## src/rtl/alu_array_pkg.sv

```systemverilog
// Shared types and constants for the backpressured lane ALU array.
package alu_array_pkg;

  localparam logic [1:0] SEW_8  = 2'b00;
  localparam logic [1:0] SEW_16 = 2'b01;
  localparam logic [1:0] SEW_32 = 2'b10;

  localparam logic [8:0] ALU_OP_ADD = 9'h001;
  localparam logic [8:0] ALU_OP_SUB = 9'h002;
  localparam logic [8:0] ALU_OP_SEQ = 9'h003;

  typedef struct packed {
    logic [31:0] data;
    logic [1:0]  sew;
  } result_entry_t;

  // Broadcast the low element across the word so writeback sees every slot filled.
  function automatic logic [31:0] sew_replicate(input logic [31:0] data, input logic [1:0] sew);
    case (sew)
      SEW_8:   return {4{data[7:0]}};
      SEW_16:  return {2{data[15:0]}};
      default: return data;
    endcase
  endfunction

endpackage

```

## src/rtl/alu_result_fifo.sv

```systemverilog
// First-word-fall-through result FIFO with occupancy count; flush empties it next cycle.
module alu_result_fifo
  import alu_array_pkg::*;
#(
  parameter  int DEPTH = 4,
  localparam int AW    = $clog2(DEPTH),
  localparam int CW    = AW + 1
) (
  input  logic          clk,
  input  logic          rstn,
  input  logic          flush,
  input  logic          push,
  input  result_entry_t wdata,
  input  logic          pop,
  output result_entry_t rdata,
  output logic [CW-1:0] count
);

  result_entry_t mem [DEPTH];
  logic [AW-1:0] wr_ptr, rd_ptr;
  logic          do_pop;

  assign do_pop = pop & (count != '0);
  assign rdata  = mem[rd_ptr];

  always_ff @(posedge clk) begin
    if (push && !flush) mem[wr_ptr] <= wdata;
  end

  always_ff @(posedge clk or negedge rstn) begin
    if (!rstn) begin
      wr_ptr <= '0;
      rd_ptr <= '0;
      count  <= '0;
    end else if (flush) begin
      wr_ptr <= '0;
      rd_ptr <= '0;
      count  <= '0;
    end else begin
      if (push)   wr_ptr <= wr_ptr + 1'b1;
      if (do_pop) rd_ptr <= rd_ptr + 1'b1;
      case ({push, do_pop})
        2'b10:   count <= count + 1'b1;
        2'b01:   count <= count - 1'b1;
        default: ;
      endcase
    end
  end

  // Credit accounting upstream should make this unreachable.
  a_no_overflow: assert property (@(posedge clk) disable iff (!rstn)
    (push && !flush) |-> (count != CW'(DEPTH)));

endmodule

```

## src/rtl/alu_submodule.sv

```systemverilog
// Fixed-latency lane ALU: operands masked to input SEW, then ADD/SUB/SEQ/AND, optional accumulate of c.
module alu_submodule
  import alu_array_pkg::*;
#(
  parameter int OP_WIDTH    = 32,
  parameter int V_LANE_NUM  = 8,
  parameter int ALU_LATENCY = 3
) (
  input  logic                clk,
  input  logic                rstn,
  input  logic [8:0]          alu_opmode_i,
  input  logic [OP_WIDTH-1:0] alu_a_i,
  input  logic [OP_WIDTH-1:0] alu_b_i,
  input  logic [OP_WIDTH-1:0] alu_c_i,
  input  logic [1:0]          input_sew_i,
  input  logic                alu_reduction_i,
  input  logic                alu_vld_i,
  output logic [OP_WIDTH-1:0] alu_o,
  output logic                alu_vld_o
);

  if (V_LANE_NUM < 1) begin : g_bad_lanes
    $error("alu_submodule: V_LANE_NUM must be >= 1");
  end

  logic [OP_WIDTH-1:0] msk, am, bm, cm, res;
  logic [ALU_LATENCY-1:0][OP_WIDTH-1:0] pd;
  logic [ALU_LATENCY-1:0]               pv;

  always_comb begin
    case (input_sew_i)
      SEW_8:   msk = OP_WIDTH'(8'hFF);
      SEW_16:  msk = OP_WIDTH'(16'hFFFF);
      default: msk = '1;
    endcase
    am = alu_a_i & msk;
    bm = alu_b_i & msk;
    cm = alu_c_i & msk;
    case (alu_opmode_i)
      ALU_OP_ADD: res = am + bm;
      ALU_OP_SUB: res = am - bm;
      ALU_OP_SEQ: res = OP_WIDTH'(am == bm);
      default:    res = am & bm;
    endcase
    if (alu_reduction_i) res = res + cm;
  end

  always_ff @(posedge clk or negedge rstn) begin
    if (!rstn) begin
      pd <= '0;
      pv <= '0;
    end else begin
      pd[0] <= res;
      pv[0] <= alu_vld_i;
      for (int j = 1; j < ALU_LATENCY; j++) begin
        pd[j] <= pd[j-1];
        pv[j] <= pv[j-1];
      end
    end
  end

  assign alu_o     = pd[ALU_LATENCY-1];
  assign alu_vld_o = pv[ALU_LATENCY-1];

endmodule

```

## src/rtl/alu_array_bp.sv

```systemverilog
// Array of lane ALU channels with credit-throttled input, result FIFO, SEW replication and flush.
module alu_array_bp
  import alu_array_pkg::*;
#(
  parameter int OP_WIDTH        = 32,
  parameter int PARALLEL_IF_NUM = 4,
  parameter int V_LANE_NUM      = 8,
  parameter int ALU_LATENCY     = 3,
  parameter int FIFO_DEPTH      = 4
) (
  input  logic                                      clk,
  input  logic                                      rstn,
  input  logic                                      flush_i,
  input  logic [PARALLEL_IF_NUM-1:0][8:0]           alu_opmode_i,
  input  logic [PARALLEL_IF_NUM-1:0][OP_WIDTH-1:0]  alu_a_i,
  input  logic [PARALLEL_IF_NUM-1:0][OP_WIDTH-1:0]  alu_b_i,
  input  logic [PARALLEL_IF_NUM-1:0][OP_WIDTH-1:0]  alu_c_i,
  input  logic [PARALLEL_IF_NUM-1:0][1:0]           input_sew_i,
  input  logic [PARALLEL_IF_NUM-1:0][1:0]           output_sew_i,
  input  logic [PARALLEL_IF_NUM-1:0]                alu_reduction_i,
  input  logic [PARALLEL_IF_NUM-1:0]                alu_vld_i,
  output logic [PARALLEL_IF_NUM-1:0]                alu_rdy_o,
  output logic [PARALLEL_IF_NUM-1:0][OP_WIDTH-1:0]  alu_o,
  output logic [PARALLEL_IF_NUM-1:0]                alu_mask_vector_o,
  output logic [PARALLEL_IF_NUM-1:0]                alu_vld_o,
  input  logic [PARALLEL_IF_NUM-1:0]                alu_rdy_i,
  output logic                                      idle_o
);

  localparam int             CW      = $clog2(FIFO_DEPTH) + 1;
  localparam logic [CW:0]    CREDITS = (CW+1)'(FIFO_DEPTH);

  if (OP_WIDTH != 32) begin : g_bad_width
    $error("alu_array_bp: result entries are 32 bits wide");
  end
  if (FIFO_DEPTH < ALU_LATENCY + 1) begin : g_bad_depth
    $error("alu_array_bp: FIFO_DEPTH must cover ALU_LATENCY+1");
  end

  logic [PARALLEL_IF_NUM-1:0] ch_idle;

  for (genvar i = 0; i < PARALLEL_IF_NUM; i++) begin : g_ch
    logic                          acc, push, pop, sub_vld;
    logic [OP_WIDTH-1:0]           sub_res;
    logic [ALU_LATENCY-1:0]        sr_vld;
    logic [ALU_LATENCY-1:0][1:0]   sr_sew;
    logic [CW-1:0]                 cnt, infl;
    result_entry_t                 wentry, head;

    // Credit covers both queued and in-flight results, so the FIFO can never overflow.
    assign alu_rdy_o[i] = (({1'b0, cnt} + {1'b0, infl}) < CREDITS) & ~flush_i;
    assign acc          = alu_vld_i[i] & alu_rdy_o[i];

    alu_submodule #(
      .OP_WIDTH    (OP_WIDTH),
      .V_LANE_NUM  (V_LANE_NUM),
      .ALU_LATENCY (ALU_LATENCY)
    ) u_alu (
      .clk             (clk),
      .rstn            (rstn),
      .alu_opmode_i    (alu_opmode_i[i]),
      .alu_a_i         (alu_a_i[i]),
      .alu_b_i         (alu_b_i[i]),
      .alu_c_i         (alu_c_i[i]),
      .input_sew_i     (input_sew_i[i]),
      .alu_reduction_i (alu_reduction_i[i]),
      .alu_vld_i       (acc),
      .alu_o           (sub_res),
      .alu_vld_o       (sub_vld)
    );

    always_ff @(posedge clk or negedge rstn) begin
      if (!rstn) begin
        sr_vld <= '0;
        sr_sew <= '0;
      end else if (flush_i) begin
        sr_vld <= '0;
        sr_sew <= '0;
      end else begin
        sr_vld[0] <= acc;
        sr_sew[0] <= output_sew_i[i];
        for (int j = 1; j < ALU_LATENCY; j++) begin
          sr_vld[j] <= sr_vld[j-1];
          sr_sew[j] <= sr_sew[j-1];
        end
      end
    end

    always_comb begin
      infl = '0;
      for (int j = 0; j < ALU_LATENCY; j++) infl = infl + CW'(sr_vld[j]);
    end

    assign push   = sr_vld[ALU_LATENCY-1];
    assign wentry = '{data: sub_res, sew: sr_sew[ALU_LATENCY-1]};
    assign pop    = alu_vld_o[i] & alu_rdy_i[i];

    alu_result_fifo #(.DEPTH(FIFO_DEPTH)) u_fifo (
      .clk   (clk),
      .rstn  (rstn),
      .flush (flush_i),
      .push  (push),
      .wdata (wentry),
      .pop   (pop),
      .rdata (head),
      .count (cnt)
    );

    assign alu_vld_o[i]         = (cnt != '0);
    assign alu_o[i]             = alu_vld_o[i] ? sew_replicate(head.data, head.sew) : '0;
    assign alu_mask_vector_o[i] = alu_vld_o[i] & head.data[0];
    assign ch_idle[i]           = (cnt == '0) && (sr_vld == '0);

    // Tracking is a subset of the submodule's own valid pipe (flush clears only ours).
    a_track: assert property (@(posedge clk) disable iff (!rstn) push |-> sub_vld);
  end

  assign idle_o = &ch_idle;

endmodule

```

## config.mk

```make
export PLATFORM = sky130hd
export DESIGN_NAME = alu_array_bp
export DESIGN_NICKNAME = d
export VERILOG_FILES = /design/src/rtl/alu_array_pkg.sv /design/src/rtl/alu_result_fifo.sv /design/src/rtl/alu_submodule.sv /design/src/rtl/alu_array_bp.sv
export SDC_FILE = /design/constraint.sdc
export NUM_CORES = 2
export LEC_CHECK = 0
export BUFFER_PORTS_ARGS = -buffer_cell sky130_fd_sc_hd__buf_2
export CORE_AREA = 2 2 282 563
export DETAILED_ROUTE_END_ITERATION = 10
export DIE_AREA = 0 0 284 565
export PLACE_DENSITY = 0.58
export REMOVE_ABC_BUFFERS = 1
export SKIP_CTS_REPAIR_TIMING = 1
export SLEW_MARGIN = 10
export SYNTH_ARGS = -nofsm -noshare
export SYNTH_HDL_FRONTEND = slang
export SYNTH_HIERARCHICAL = 1
export SYNTH_SLANG_ARGS = --single-unit
```

## constraint.sdc

```tcl
create_clock -name clk -period 2.51 [get_ports clk]
set_input_delay 0.3765 -clock clk [delete_from_list [all_inputs] [get_ports clk]]
set_output_delay 0.3765 -clock clk [all_outputs]
set_load 0.03 [all_outputs]
```

---- Yosys cells after proc, flatten, opt, wreduce, memory -nomap -nowiden ----
Memory sizes are Yosys's and may differ from the RTL's.
Index checks and enable logic that the tools add are counted.
storage, ports and cells
  register bits ........................... 448
  RAM bits ................................ 544
  input port bits ......................... 451
  logic and storage cells ................. 259
  memories ................................ 4
operators by class
  add/subtract/negate cells ............... 40
  magnitude comparators ................... 4
  equality and inequality tests ........... 32
  mux-type cells .......................... 60
  bitwise operators ....................... 37
  reductions and logical operators ........ 42
memory list
  name                words  width  read ports  clocked after Yosys merged registers in  write ports  RTL line               RTL
  g_ch[0].u_fifo.mem  4      34     1           0                                        1            alu_result_fifo.sv:19  result_entry_t mem [DEPTH];
  g_ch[1].u_fifo.mem  4      34     1           0                                        1            alu_result_fifo.sv:19
  g_ch[2].u_fifo.mem  4      34     1           0                                        1            alu_result_fifo.sv:19
  g_ch[3].u_fifo.mem  4      34     1           0                                        1            alu_result_fifo.sv:19
operator list
  cell                                                         number
  bitwise AND 32 bit                                           16
  one-hot mux 32 bit (2 select lines)                          8
  one-hot mux 32 bit (3 select lines)                          4
  adder 32 bit                                                 8
  two-way mux 32 bit                                           8
  == test 32 bit                                               4
  subtractor 32 bit                                            4
  == test 9 x 2 -> 1 bit (second input constant)               8
  == test 9 x 1 -> 1 bit (second input constant)               4
  two-way mux 2 bit                                            16
  == test 2 x 1 -> 1 bit (second input constant)               12
  zero test 3 bit                                              8
  two-way mux 3 bit                                            8
  two-way mux 6 bit                                            4
  one-hot mux 3 bit (2 select lines)                           4
  nonzero test 3 bit                                           8
  bitwise AND 1 bit                                            20
  adder 2 x 1 -> 2 bit (second input constant)                 8
  adder 3 x 3 -> 4 bit                                         4
  zero test 2 bit                                              8
  less-than comparator 4 x 3 -> 1 bit (second input constant)  4
  nonzero test 2 bit                                           8
  adder 2 x 1 -> 3 bit                                         4
  adder 3 x 1 -> 3 bit (second input constant)                 4
  8 further kinds                                              31

---- Depth between registers and ports, before layout ----
  word-level depth ........................ 7
  mapped depth ............................ 27
  depth with buffers taken out ............ 25

---- Modules after synthesis ----
Netlist, hierarchy kept.
modules (own cells, without submodules)
  module                             instances  cells each  area an instance (um2)
  alu_result_fifo                    4          233         5457.7
  alu_submodule (g_ch[1].u_alu ...)  2          1092        9108.7
  alu_submodule (g_ch[3].u_alu)      1          1130        9402.8
  alu_submodule (g_ch[0].u_alu)      1          1065        8967.4
  alu_array_bp                       1          467         3806.2

---- Worst setup path after synthesis ----
OpenSTA, ideal clock, no wires.
  path kind ............................... input to register
  start point ............................. in input_sew_i[0] (netlist name)
  end point ............................... reg g_ch[0].u_alu/pd[30] (netlist name)
  setup time .............................. 0.125 ns
  data arrival time ....................... 5.150 ns
  setup slack ............................. -2.765 ns
  stages .................................. 24
  buffers on the path ..................... 2
  cells stage by stage .................... or2_1 > clkbuf_1 > and2_1 > ha_1 > or2_2 > a2111oi_4 > o31ai_1 > and3_1 > o21bai_1 > a21oi_1 > a221oi_1 > o21ai_1 > ha_1 > buf_2 > a21o_1 > a21o_1 > a21oi_1 > o21ai_1 > o41a_1 > a311oi_2 > o21bai_1 > a21oi_2 > xnor2_1 > mux2_2
between the ends
  longest elaborated chain between the ends .. 7
  elaborated cells on any way between the ends .. 13
  classes of those cells .................. add/sub (3); eq/ne (2); mux (3); bitwise (4); reduce/logical (1)
RTL lines
  what                                                       RTL line                                  RTL
  start, declared                                            alu_array_bp.sv:18                        input logic [PARALLEL_IF_NUM-1:0][1:0] input_sew_i,
  == test 2 x 1 -> 1 bit or zero test 2 bit (tied branches)  alu_submodule.sv:31                       case (input_sew_i)
  one-hot mux 32 bit (2 select lines) *                      alu_submodule.sv:31
  bitwise AND 32 bit, on equally long branches               alu_submodule.sv:36, alu_submodule.sv:37
  subtractor 32 bit (tied with other cells)                  alu_submodule.sv:41                       ALU_OP_SUB: res = am - bm;
  one-hot mux 32 bit (3 select lines)                        alu_submodule.sv:39                       case (alu_opmode_i)
  adder 32 bit                                               alu_submodule.sv:45                       if (alu_reduction_i) res = res + cm;
  two-way mux 32 bit *                                       alu_submodule.sv:45
  named net g_ch[0].u_alu.res[30]                            alu_submodule.sv:26                       logic [OP_WIDTH-1:0] msk, am, bm, cm, res;
  end signal, assigned by index                              alu_submodule.sv:56                       pd[j] <= pd[j-1];
  end, declared                                              alu_submodule.sv:27                       logic [ALU_LATENCY-1:0][OP_WIDTH-1:0] pd;
Mark *: on every way through the listed nets, which the timed path passes. The rest lies on a longest branch.
A chain may end at the register's enable or synchronous reset.

---- Worst setup path in the final report ----
  start point ............................. in input_sew_i[1] (netlist name)
  end point ............................... reg g_ch[0].u_alu/pd[30] (netlist name)
Same word-level chain as after synthesis.

==> out/results.tsv <==
stage	metric	value	unit
floorplanning	ios	592	
routing	drtIter0Drc	2578	
clock_tree	clock-sinks	992	
setup_path	crit_path_end_kind	flip-flop	
timing	setup_viol	264	
global_route	antenna_found_initial	31	
cells_and_area	layout_commonest_cell	buf_4	
yosys	syn_inst	5762	
clock_tree	cts_tree	yes	
placed_design	portBuffers	591	
floorplanning	dieHeight	565	µm
timing	rsz0062_at_grt	true	
timing	fin_tns_setup	-229.94	ns
cells_and_area	area_growth	38.15	%
global_route	grt_pass1_wl	297700	µm
yosys	syn_avg_cell_area	10.74	µm²
timing	fin_ws	-2.283	ns
run	maxCapViolations	0	
setup_path	r2r_start	g_ch[3].u_fifo/count[0]	
cells_and_area	drive_gt1_share	43.21	%
floorplanning	core_area	0.1560	mm²
clock_tree	root_buffer	clkbuf_16	
timing	fmax	208.6	MHz
clock_tree	htreeDepth	3	
clock_tree	cts_buffers	80	
placed_design	dp_hpwl	159400	µm
worst_hold_path	min_from	alu_vld_i[1]	
setup_path	cp_max_fo	5	
cells_and_area	nNetsFinal	8575	
setup_path	critPathLaunch	input_sew_i[1]	
routing	wl_per_cell	20.66	µm
floorplanning	initial_utilization	39.69	%
floorplanning	rows	205	
floorplanning	die_width	284	µm
run_status	violations	setup timing	
setup_path	cp.required	3.06	ns
cells_and_area	final_cell_mix	1549 x buf_4, 583 x buf_2, 544 x edfxtp_1	
timing	slew-limit-headroom	44.97	%
routing	vias_per_cell	5.306	
floorplanning	die-area	0.1605	mm²
pwr	pwr_density_cell	523.7	mW/mm²
clock_tree	clk_latency	0.66	ns
timing	worst_pin_slew	0.8254	ns
setup_path	critical_path_class	in2reg	
timing	fin_crit_sh	191.0	%
cells_and_area	fillers	13720	
yosys	ys_warn_count	6	
pwr	p_leak	0.03813	µW
routing	via_count	52240	
run_status	status	finished, violations left	
worst_hold_path	hp-class	in2reg	
timing	skew	0.02074	ns
global_route	grt_pass1_vias	52710	
timing	slew_viol_final	0	
timing	fin_crit	4.793	ns
pwr	vdd_drop_max	0.0004847	V
clock_tree	clock_path_buffers	3	
cells_and_area	fin_util	54.83	%
global_route	grt_max_degree	77	
routing	wirelength	203400	µm
global_route	grtUsageTotal	23.94	%
routing	drt-pass1-iter-count	6	
routing	drcViolationCount	0	
global_route	gr-total-overflow	0	
timing	hold_viol	0	
routing	drtAntennaViolNets	0	
placed_design	place.gp.congestion	0.9491	
yosys	synth_area	0.06189	mm²
setup_path	crit_arrival	5.35	ns
setup_path	cp-start-kind	input port	
clock_tree	path_clk_slew	0.07	ns
-- stage by stage --
step                      hold WS [ns]  total power [µW]  worst slack (ns)  std cells  area (µm²)
after floorplan                0.08091             24400            -2.828       5328       59290
after global placement          0.3314             29660            -3.519       9541       77080
after detailed placement        0.3347             29850            -3.563       9541       77080
after CTS                      -0.2555             43260            -2.892       9690       79910
after global routing          0.001120             46690            -2.499       9842       85490
final                          0.01717             44780            -2.283       9845       85500
-- final cells by class --
type	instances	area [µm²]	share of cell area [%]
Multi-Input combinational cell	4034	34580	40.45
Tap cell	2070	2590	3.029
Antenna cell	4	10.01	0.01171
Inverter	304	1156	1.352
Clock buffer	111	2369	2.770
Timing Repair Buffer	2292	16790	19.64
Sequential cell	992	27550	32.22
Clock inverter	38	452.9	0.5297
-- critical path, cell delays in order --
cell,delay (ns)
buf_12,0.11
or2_4,0.27
buf_6,0.13
nand2_4,0.06
ha_4,0.21
or4_4,0.52
a2111oi_4,0.42
o31ai_4,0.16
buf_4,0.18
nor2_4,0.12
a2111oi_4,0.06
o41ai_2,0.43
o22ai_1,0.16
nor2_1,0.16
o21ai_2,0.10
ha_1,0.35
and3_4,0.17
nor2b_2,0.15
o31a_1,0.25
a311oi_2,0.34
o21bai_2,0.15
a21oi_2,0.14
xnor2_1,0.08
mux2_4,0.25
-- report_power, final --
group,total [µW],switching (µW),internal (µW)
registers,19200,606,18600
clock network,13400,5850,7520
logic,12200,6160,6030
-- final timing paths --
kind	to	slack, ns	cells past startpoint
setup reg to reg	g_ch[3].u_fifo/count[1]	0.07	10
setup / recovery	g_ch[0].u_alu/pd[30]	-2.28	24
hold reg to reg	g_ch[1].u_alu/alu_o[1]	0.34	0
hold / removal	g_ch[1].sr_vld[0]	0.02	2
min in group asynchronous	g_ch[0].u_alu/pd[0]	0.32	2
max in group asynchronous	g_ch[3].u_alu/alu_o[29]	1.39	3
-- layer usage --
layer / track usage, % / vias to the layer above / wire, µm
met2: 45.43 / 1339 / 107600
li1: - / 24850 / -
met1: 25.26 / 25560 / 74320
met5: 0 / - / 245
met3: 5.016 / 442 / 11260
met4: 10.56 / 42 / 9995
-- state kept, by name, summed over array words and instances (netlist names) --
register	cells
g_ch.sr_vld	12
g_ch.u_alu/alu_o	128
g_ch.u_fifo/mem	544
g_ch.u_fifo/wr_ptr	8
g_ch.sr_sew	24
g_ch.u_fifo/count	12
g_ch.u_alu/pd	256
g_ch.u_fifo/rd_ptr	8
(Power assumes the default switching activity.)
